**config.mk**
```make
export PLATFORM = sky130hd
export DESIGN_NAME = spi_slave_byte_flat
export DESIGN_NICKNAME = d
export VERILOG_FILES = /design/src/rtl/spi_slave_byte_if.sv /design/src/rtl/spi_slave_byte.sv /design/src/flat_wrapper.sv
export SDC_FILE = /design/constraint.sdc
export NUM_CORES = 1
export LEC_CHECK = 0
export BUFFER_PORTS_ARGS = -buffer_cell sky130_fd_sc_hd__buf_2
export CAP_MARGIN = 15
export CORE_ASPECT_RATIO = 0.6
export CORE_MARGIN = 8
export CORE_UTILIZATION = 47
export CTS_CLUSTER_DIAMETER = 100
export DETAILED_ROUTE_END_ITERATION = 10
export PLACE_DENSITY = 0.73
export SYNTH_ARGS = -nofsm -noshare
export SYNTH_HDL_FRONTEND = slang
export SYNTH_SLANG_ARGS = --single-unit
export TNS_END_PERCENT = 1
```
**constraint.sdc**
```tcl
create_clock -name up_clk -period 1.7 [get_ports up_clk]
set_clock_uncertainty 0.1 [all_clocks]
set_input_delay 0.255 -clock up_clk [delete_from_list [all_inputs] [get_ports up_clk]]
set_output_delay 0.255 -clock up_clk [all_outputs]
set_load 0.1 [all_outputs]
```
**src/rtl/spi_slave_byte_if.sv**
```systemverilog
// Byte-side bus between the SPI slave byte engine and the command FSM.
// The slave modport is the engine; the master modport is its consumer.
interface spi_slave_byte_if;
   logic       spi_byte_o_en;
   logic [7:0] spi_byte_o;
   logic       spi_byte_i_en;
   logic [7:0] spi_byte_i;
   logic       tx_underrun;
   logic       tx_overrun;

   modport slave (
      output spi_byte_o_en,
      output spi_byte_o,
      output tx_underrun,
      output tx_overrun,
      input  spi_byte_i_en,
      input  spi_byte_i
   );

   modport master (
      input  spi_byte_o_en,
      input  spi_byte_o,
      input  tx_underrun,
      input  tx_overrun,
      output spi_byte_i_en,
      output spi_byte_i
   );
endinterface

```
**src/rtl/spi_slave_byte.sv**
```systemverilog
// SPI mode-0 slave byte engine. Oversamples the raw SPI pins in the up_clk
// domain, deserializes MOSI into byte strobes and serializes a single-entry
// transmit holding register onto MISO. Chip select doubles as session reset.
module spi_slave_byte #(
   parameter int         SYNC_STAGES  = 2,
   parameter logic [7:0] TX_IDLE_BYTE = 8'h00
) (
   input  logic             up_clk,
   input  logic             up_rst_n,
   input  logic             spi_sck_pin,
   input  logic             spi_mosi_pin,
   input  logic             spi_cs_n_pin,
   output logic             spi_miso,
   output logic             spi_miso_oe,
   output logic             spi_cs,
   spi_slave_byte_if.slave  bus
);

   // synchronizer chains (index 0 is the first flop after the pin)
   logic [SYNC_STAGES-1:0] sck_sync_q, sck_sync_d;
   logic [SYNC_STAGES-1:0] mosi_sync_q, mosi_sync_d;
   logic [SYNC_STAGES-1:0] cs_sync_q, cs_sync_d;
   logic                   sck_hist_q, sck_hist_d;
   logic                   cs_hist_q, cs_hist_d;

   // receive path
   logic [2:0] bit_cnt_q, bit_cnt_d;
   logic [7:0] rx_q, rx_d;
   logic       byte_done_q, byte_done_d;
   logic [7:0] byte_o_q, byte_o_d;
   logic       byte_o_en_q, byte_o_en_d;

   // transmit path
   logic [7:0] hold_q, hold_d;
   logic       hold_vld_q, hold_vld_d;
   logic [7:0] tx_shift_q, tx_shift_d;
   logic       miso_q, miso_d;
   logic       underrun_q, underrun_d;
   logic       overrun_q, overrun_d;

   // decoded pin events
   logic sck_s, mosi_s, cs_s;
   logic sck_rise_s, sck_fall_s;
   logic active_s, start_s, load_s;

   assign sck_s      = sck_sync_q[SYNC_STAGES-1];
   assign mosi_s     = mosi_sync_q[SYNC_STAGES-1];
   assign cs_s       = cs_sync_q[SYNC_STAGES-1];
   assign active_s   = ~cs_s;
   assign sck_rise_s = sck_s & ~sck_hist_q;
   assign sck_fall_s = ~sck_s & sck_hist_q;
   // session start, or the falling edge that follows the eighth rise
   assign start_s    = ~cs_s & cs_hist_q;
   assign load_s     = start_s | (active_s & sck_fall_s & (bit_cnt_q == 3'd0));

   // Shift every pin through its synchronizer; SCK and CS also keep one history bit.
   always_comb begin
      sck_sync_d  = {sck_sync_q[SYNC_STAGES-2:0], spi_sck_pin};
      mosi_sync_d = {mosi_sync_q[SYNC_STAGES-2:0], spi_mosi_pin};
      cs_sync_d   = {cs_sync_q[SYNC_STAGES-2:0], spi_cs_n_pin};
      sck_hist_d  = sck_s;
      cs_hist_d   = cs_s;
   end

   // Receive: shift MOSI in on SCK rises, flag the completed byte, strobe it a cycle later.
   always_comb begin
      bit_cnt_d   = bit_cnt_q;
      rx_d        = rx_q;
      byte_done_d = 1'b0;
      byte_o_en_d = byte_done_q;
      if (byte_done_q) begin
         byte_o_d = rx_q;
      end else begin
         byte_o_d = byte_o_q;
      end
      if (cs_s) begin
         bit_cnt_d = 3'd0;
         rx_d      = 8'h00;
      end else if (sck_rise_s) begin
         rx_d        = {rx_q[6:0], mosi_s};
         bit_cnt_d   = bit_cnt_q + 3'd1;
         byte_done_d = (bit_cnt_q == 3'd7);
      end else begin
         bit_cnt_d = bit_cnt_q;
         rx_d      = rx_q;
      end
   end

   // Transmit: holding register, load-event source selection, and MISO shifting.
   always_comb begin
      hold_d     = hold_q;
      hold_vld_d = hold_vld_q;
      tx_shift_d = tx_shift_q;
      underrun_d = 1'b0;
      overrun_d  = 1'b0;
      miso_d     = tx_shift_q[7];
      if (load_s) begin
         // a strobe in the load cycle goes straight out and never counts as overrun
         if (bus.spi_byte_i_en) begin
            tx_shift_d = bus.spi_byte_i;
            hold_vld_d = 1'b0;
         end else if (hold_vld_q) begin
            tx_shift_d = hold_q;
            hold_vld_d = 1'b0;
         end else begin
            tx_shift_d = TX_IDLE_BYTE;
            underrun_d = 1'b1;
         end
      end else begin
         if (bus.spi_byte_i_en) begin
            hold_d     = bus.spi_byte_i;
            hold_vld_d = 1'b1;
            overrun_d  = hold_vld_q;
         end else begin
            hold_vld_d = hold_vld_q;
         end
         if (active_s && sck_fall_s) begin
            tx_shift_d = {tx_shift_q[6:0], 1'b0};
         end else begin
            tx_shift_d = tx_shift_q;
         end
      end
   end

   // State register with synchronous active-low reset to idle pin levels.
   always_ff @(posedge up_clk) begin
      if (!up_rst_n) begin
         sck_sync_q  <= {SYNC_STAGES{1'b0}};
         mosi_sync_q <= {SYNC_STAGES{1'b0}};
         cs_sync_q   <= {SYNC_STAGES{1'b1}};
         sck_hist_q  <= 1'b0;
         cs_hist_q   <= 1'b1;
         bit_cnt_q   <= 3'd0;
         rx_q        <= 8'h00;
         byte_done_q <= 1'b0;
         byte_o_q    <= 8'h00;
         byte_o_en_q <= 1'b0;
         hold_q      <= 8'h00;
         hold_vld_q  <= 1'b0;
         tx_shift_q  <= 8'h00;
         miso_q      <= 1'b0;
         underrun_q  <= 1'b0;
         overrun_q   <= 1'b0;
      end else begin
         sck_sync_q  <= sck_sync_d;
         mosi_sync_q <= mosi_sync_d;
         cs_sync_q   <= cs_sync_d;
         sck_hist_q  <= sck_hist_d;
         cs_hist_q   <= cs_hist_d;
         bit_cnt_q   <= bit_cnt_d;
         rx_q        <= rx_d;
         byte_done_q <= byte_done_d;
         byte_o_q    <= byte_o_d;
         byte_o_en_q <= byte_o_en_d;
         hold_q      <= hold_d;
         hold_vld_q  <= hold_vld_d;
         tx_shift_q  <= tx_shift_d;
         miso_q      <= miso_d;
         underrun_q  <= underrun_d;
         overrun_q   <= overrun_d;
      end
   end

   assign spi_cs            = cs_s;
   assign spi_miso_oe       = ~cs_s;
   assign spi_miso          = miso_q;
   assign bus.spi_byte_o_en = byte_o_en_q;
   assign bus.spi_byte_o    = byte_o_q;
   assign bus.tx_underrun   = underrun_q;
   assign bus.tx_overrun    = overrun_q;

endmodule

```
**src/flat_wrapper.sv**
```systemverilog
// flat-port wrapper written by rule: the top's interface ports become plain ports
module spi_slave_byte_flat 
#(
   parameter int         SYNC_STAGES  = 2,
   parameter logic [7:0] TX_IDLE_BYTE = 8'h00
)
  (up_clk, up_rst_n, spi_sck_pin, spi_mosi_pin, spi_cs_n_pin, spi_miso, spi_miso_oe, spi_cs, bus_spi_byte_o_en, bus_spi_byte_o, bus_tx_underrun, bus_tx_overrun, bus_spi_byte_i_en, bus_spi_byte_i);
  spi_slave_byte_if bus_i ();
  input  logic up_clk;
  input  logic up_rst_n;
  input  logic spi_sck_pin;
  input  logic spi_mosi_pin;
  input  logic spi_cs_n_pin;
  output logic spi_miso;
  output logic spi_miso_oe;
  output logic spi_cs;
  output wire logic [$bits(bus_i.spi_byte_o_en)-1:0] bus_spi_byte_o_en;
  output wire logic [$bits(bus_i.spi_byte_o)-1:0] bus_spi_byte_o;
  output wire logic [$bits(bus_i.tx_underrun)-1:0] bus_tx_underrun;
  output wire logic [$bits(bus_i.tx_overrun)-1:0] bus_tx_overrun;
  input wire logic [$bits(bus_i.spi_byte_i_en)-1:0] bus_spi_byte_i_en;
  input wire logic [$bits(bus_i.spi_byte_i)-1:0] bus_spi_byte_i;
  assign bus_spi_byte_o_en = bus_i.spi_byte_o_en;
  assign bus_spi_byte_o = bus_i.spi_byte_o;
  assign bus_tx_underrun = bus_i.tx_underrun;
  assign bus_tx_overrun = bus_i.tx_overrun;
  assign bus_i.spi_byte_i_en = bus_spi_byte_i_en;
  assign bus_i.spi_byte_i = bus_spi_byte_i;
  spi_slave_byte #(.SYNC_STAGES(SYNC_STAGES), .TX_IDLE_BYTE(TX_IDLE_BYTE)) u_core (.up_clk(up_clk), .up_rst_n(up_rst_n), .spi_sck_pin(spi_sck_pin), .spi_mosi_pin(spi_mosi_pin), .spi_cs_n_pin(spi_cs_n_pin), .spi_miso(spi_miso), .spi_miso_oe(spi_miso_oe), .spi_cs(spi_cs), .bus(bus_i));
endmodule
```
Word level (Yosys, flattened, before mapping)

Index checks and enable logic that the tools add are counted.

Flip-flop bits (word level): 49
Input bits: 14
Output and inout port bits: 14
Logic and storage cells: 45

Add/subtract/negate cells: 1
Equal/unequal tests: 1
Multiplexer cells: 5
Bitwise gates (word level): 13
Reductions and logical operators: 9

Operators with widths:

| kind                | number |
|---|---|
| $mux 8              | 4 |
| $reduce_or 3->1     | 3 |
| $not 1->1           | 7 |
| $and 1x1->1         | 5 |
| $reduce_or 2->1     | 2 |
| $add 3x1->3 const B | 1 |
| $eq 3x3->1 const B  | 1 |
| $logic_not 3->1     | 1 |
| $reduce_and 2->1    | 1 |
| $reduce_bool 2->1   | 1 |
| $logic_and 1x1->1   | 1 |
| $mux 1              | 1 |
| $or 1x1->1          | 1 |

Depth between registers and ports, before layout

Depth in word-level cells: 7
Mapped depth: 7
Gate-level depth less buffers: 6

Worst setup path after synthesis

Ideal clock, no wire load.

Kind: register -> register
Start point: register u_core.cs_sync_q[1]
End point: register u_core.tx_shift_q[4]
Setup time: 0.095 ns
Arrival: 2.480 ns
Required time: 1.505 ns
Path slack: -0.976 ns
Cell stages (with the launch flop): 5
Buffers on the path: 1
Period minus slack after synthesis: 2.676 ns
Path through: dfxtp_1 -> inv_1 -> a22o_1 -> buf_6 -> o311ai_1

Word-level cells in the longest chain between the ends: 5
Elaborated cells between the ends (all ways): 8
Those cells by class: mux (1); bitwise (5); reduce/logical (2)

RTL lines:

| item                                               | line                  | RTL |
|---|---|---|
| start: declaration                                 | spi_slave_byte.sv:22  | `logic [SYNC_STAGES-1:0] cs_sync_q, cs_sync_d;` |
| start signal: assignment                           | spi_slave_byte.sv:130 | `cs_sync_q <= {SYNC_STAGES{1'b1}};` |
| start signal: assignment                           | spi_slave_byte.sv:147 | `cs_sync_q <= cs_sync_d;` |
| $not 1->1 *                                        | n/a                   |  |
| via spi_miso_oe                                    | flat_wrapper.sv:15    | `output logic spi_miso_oe;` |
| $and 1x1->1 (2 in series)                          | spi_slave_byte.sv:54  | `assign load_s = start_s \| (active_s & sck_fall_s & (bit_cnt_q == 3'd0));` |
| $or 1x1->1                                         | spi_slave_byte.sv:54  |  |
| $mux 8 / $reduce_bool 2->1 (equally long branches) | n/a                   |  |
| end signal: assignment                             | spi_slave_byte.sv:157 | `tx_shift_q <= tx_shift_d;` |
| end: declaration                                   | spi_slave_byte.sv:36  | `logic [7:0] tx_shift_q, tx_shift_d;` |

Mark *: on every way through the listed nets, which the timed path passes. The rest lies on a longest branch.
A chain may end at the register's enable or synchronous reset.

Final worst setup path

Start point: register u_core.cs_sync_q[1]
End point: output port spi_miso_oe

Word-level cells in the longest chain between the ends: 1

RTL lines:

| item             | line                  | RTL |
|---|---|---|
| $not 1->1        | spi_slave_byte.sv:165 | `assign spi_miso_oe = ~cs_s;` |
| end: declaration | flat_wrapper.sv:15    |  |

Every way passes these cells.

==> results.toml <==
[outcome]
status = "finished clean"

[timing]
setup_viol = 0
finalCriticalPeriod_ns = 1.62
fmax_mhz = 616
worstMarginPinSlew_ns = 0.512
hold_viol_final = 0
timing.slew.headroom_pct = 65.9
drv_slew = 0
finalCritPeriodShare_pct = 95.5
rsz0062_at_grt = "no"
setup_ws_ns = 0.0760

[synthesis]
syn-instance-count = 228
yosys_warnings = 0
dominantRegCellSynth = "dfxtp_1"
synthesis.nets = 245
ys_ff_latch = 49
syn_area_sq_mm = 0.00198
yosysSeqAreaShare_pct = 49.6
synth.avg_cell_area_sq_um = 8.67
ys_async_sr_fraction_pct = 0
synth_cell_types = 32
synth_edf_count = 0

[clock_network]
cts_tree = "yes"
clk_path_buf_depth = 2
cts_made_buffers = 5
clk_latency_ns = 0.31
clk_pin_slew_ns = 0.08
cts_max_level = 2
cts_root_buffer = "clkbuf_8"
cts.sinks = 49

[critical_path]
max_stage_delay_ns = 0.46
critical_path_class = "reg2out"
required_ns = 1.34
rrSetupSlack_ns = 0.10
cp.arrival_ns = 1.27
path_delay_family = "buffers and inverters"
cpMaxStageDelayCell = "buf_2"
path_max_fanout = 6
worst_setup_path_end_kind = "output port"
crit_buf_inv = 2
startpoint_type = "flip-flop"
worstPathCellList = "clkinvlp_4 > buf_2"

[job]
cap_violations = 0

[placed_design]
io_buffers = 27
dp.cells = 304
hpwl_um = 2710
gp_congestion = 0.755
preCtsSetupSlack_ns = 0.0785

[floorplan]
dieArea_sq_mm = 0.00661
chipWidth_um = 99.7
die_h_um = 66.2
placementRows = 18
ios = 28
core_area_sq_mm = 0.00408
initial_utilization_pct = 48.5

[drt]
ant_nets = 0
wl_met1_um = 2030
wl_met3_um = 204
dr_wl_met2_um = 1550
drcViolationCount = 0
drt-initial-drc-count = 106
routed_via_density = 4.91
wirelength_um = 3840
highest_layer = "met4"
vias = 1531
dr.pass1.iters = 4
wire_per_inst_um = 12.3

[global_routing]
antenna_found_initial = 0
grt_max_degree = 32
grt_pass1_vias = 1384
grtUsageTotal_pct = 12.6
overflow = 0
grt_pass1_wl_um = 6620

[power_and_ir_drop]
p_per_area_mw_per_mm2 = 947
power.leakage_uw = 0.000842
ir_worst_vdd_mv = 0.562
finalPower_uw = 2160

[finish]
n_antenna_cell = 0
multiInputGateArea_sq_um = 910
final_nets = 269
syn2layout_area_growth_pct = 15.6
final_util_pct = 56.0
drive_above_1_share_pct = 19.0
regArea_sq_um = 985
final_cells = 312
fill_cells = 382

[hold_path]
timing.hold.worst.class = "in2reg"
placed cells by master (no fill, tap or decap), types with 6 or more instances in the layout:
cell	netlist	final
buf_2	6	27
nand3_1	14	14
nand2_1	57	57
nor2b_1	9	9
nor2_1	9	9
and2_1	7	7
a21oi_1	10	10
o21ai_0	11	11
mux2i_1	8	8
o311ai_1	3	6
dfxtp_1	49	48
nand4_1	6	6
repair_timing:
item                                    in CTS  in global routing
endpoints found under the setup margin       0                  8
gates resized for setup                      0                  2
buffers inserted                             0                  1
hold buffers                                 0                  0
through the flow:
| stage | area [sq um] | TNS, ns | hold slack [ns] |
|---|---|---|---|
| floorplan | 1980 | -5.27 | 0.256 |
| global placement | 2150 | 0 | 0.294 |
| detailed placement | 2150 | 0 | 0.301 |
| CTS | 2250 | 0 | 0.0217 |
| global route | 2280 | 0 | 0.0322 |
| finish | 2280 | 0 | 0.0284 |
power by group:
part / switching [uW] / internal [uW] / leakage, uW
sequential: 19.2 / 1180 / 0.000399
clock: 372 / 428 / 0.0000540
combinational: 110 / 59.6 / 0.000390
total: 502 / 1660 / 0.000842
Yosys cell counts (2+ instances only):
cell type  number  share of area [%]
ha_1            3                1.9
o21ai_2         2               0.89
dfxtp_1        49                 50
inv_1           4               0.76
clkbuf_1        6                1.1
buf_2           6                1.5
a21oi_1        10                2.5
o21ai_0        11                2.8
o311ai_1        3                1.3
nand2_1        57                 11
nand4_1         6                1.9
nand3_1        14                3.5
nor2b_1         9                2.8
and2_1          7                2.2
o21ai_1         4                1.0
mux2i_1         8                4.1
nor2_1          9                1.7
o311ai_0        3                1.3
nand2b_1        3               0.95
buf_6           2                1.1
kinds of logic after synthesis:
logic type / Yosys count / share of synthesized area (%)
simple gates: 108 / 25.6
flops: 49 / 49.6
compound gates: 39 / 13.3
buf+inv: 20 / 5.13
mux: 8 / 4.05
fa+ha+maj: 3 / 1.90
xor+xnor: 1 / 0.443
sequential cells by signal, indices dropped and copies added (netlist names), 2 cells and up:
signal and cells:
u_core.mosi_sync_q 2, u_core.bit_cnt_q 3, u_core.tx_shift_q 8, u_core.cs_sync_q 2
u_core.sck_sync_q 2, u_core.hold_q 8, u_core.rx_q 8, u_core.bus.spi_byte_o 8
final timing paths:
| check | from | to | cells past startpoint |
|---|---|---|---|
| min | spi_cs_n_pin | u_core.cs_sync_q[0]$_SDFF_PN1_ | 2 |
| max reg2reg | u_core.bit_cnt_q[0]$_SDFFE_PP0N_ | u_core.tx_shift_q[7]$_SDFFE_PN0P_ | 6 |
| max | u_core.cs_sync_q[1]$_SDFF_PN1_ | spi_miso_oe | 2 |
| min reg2reg | u_core.cs_sync_q[0]$_SDFF_PN1_ | u_core.cs_sync_q[1]$_SDFF_PN1_ | 1 |
metal layers:
metal | global-route usage (%) | up-vias
li1 | - | 816
met1 | 17.2 | 683
met2 | 17.0 | 25
met3 | 4.62 | 7
met4 | 6.18 | 0
met5 | 0 | -
area by class of cell:
class                      instances  share of cell area [%]
sequential                        49                    43.1
multi-input combinational        159                    39.8
timing repair buffer              33                    8.43
tap                               60                    3.29
clock buffer                       5                    3.01
clock inverter                     2                    1.53
inverter                           4                   0.821
(Power assumes the default switching activity.)
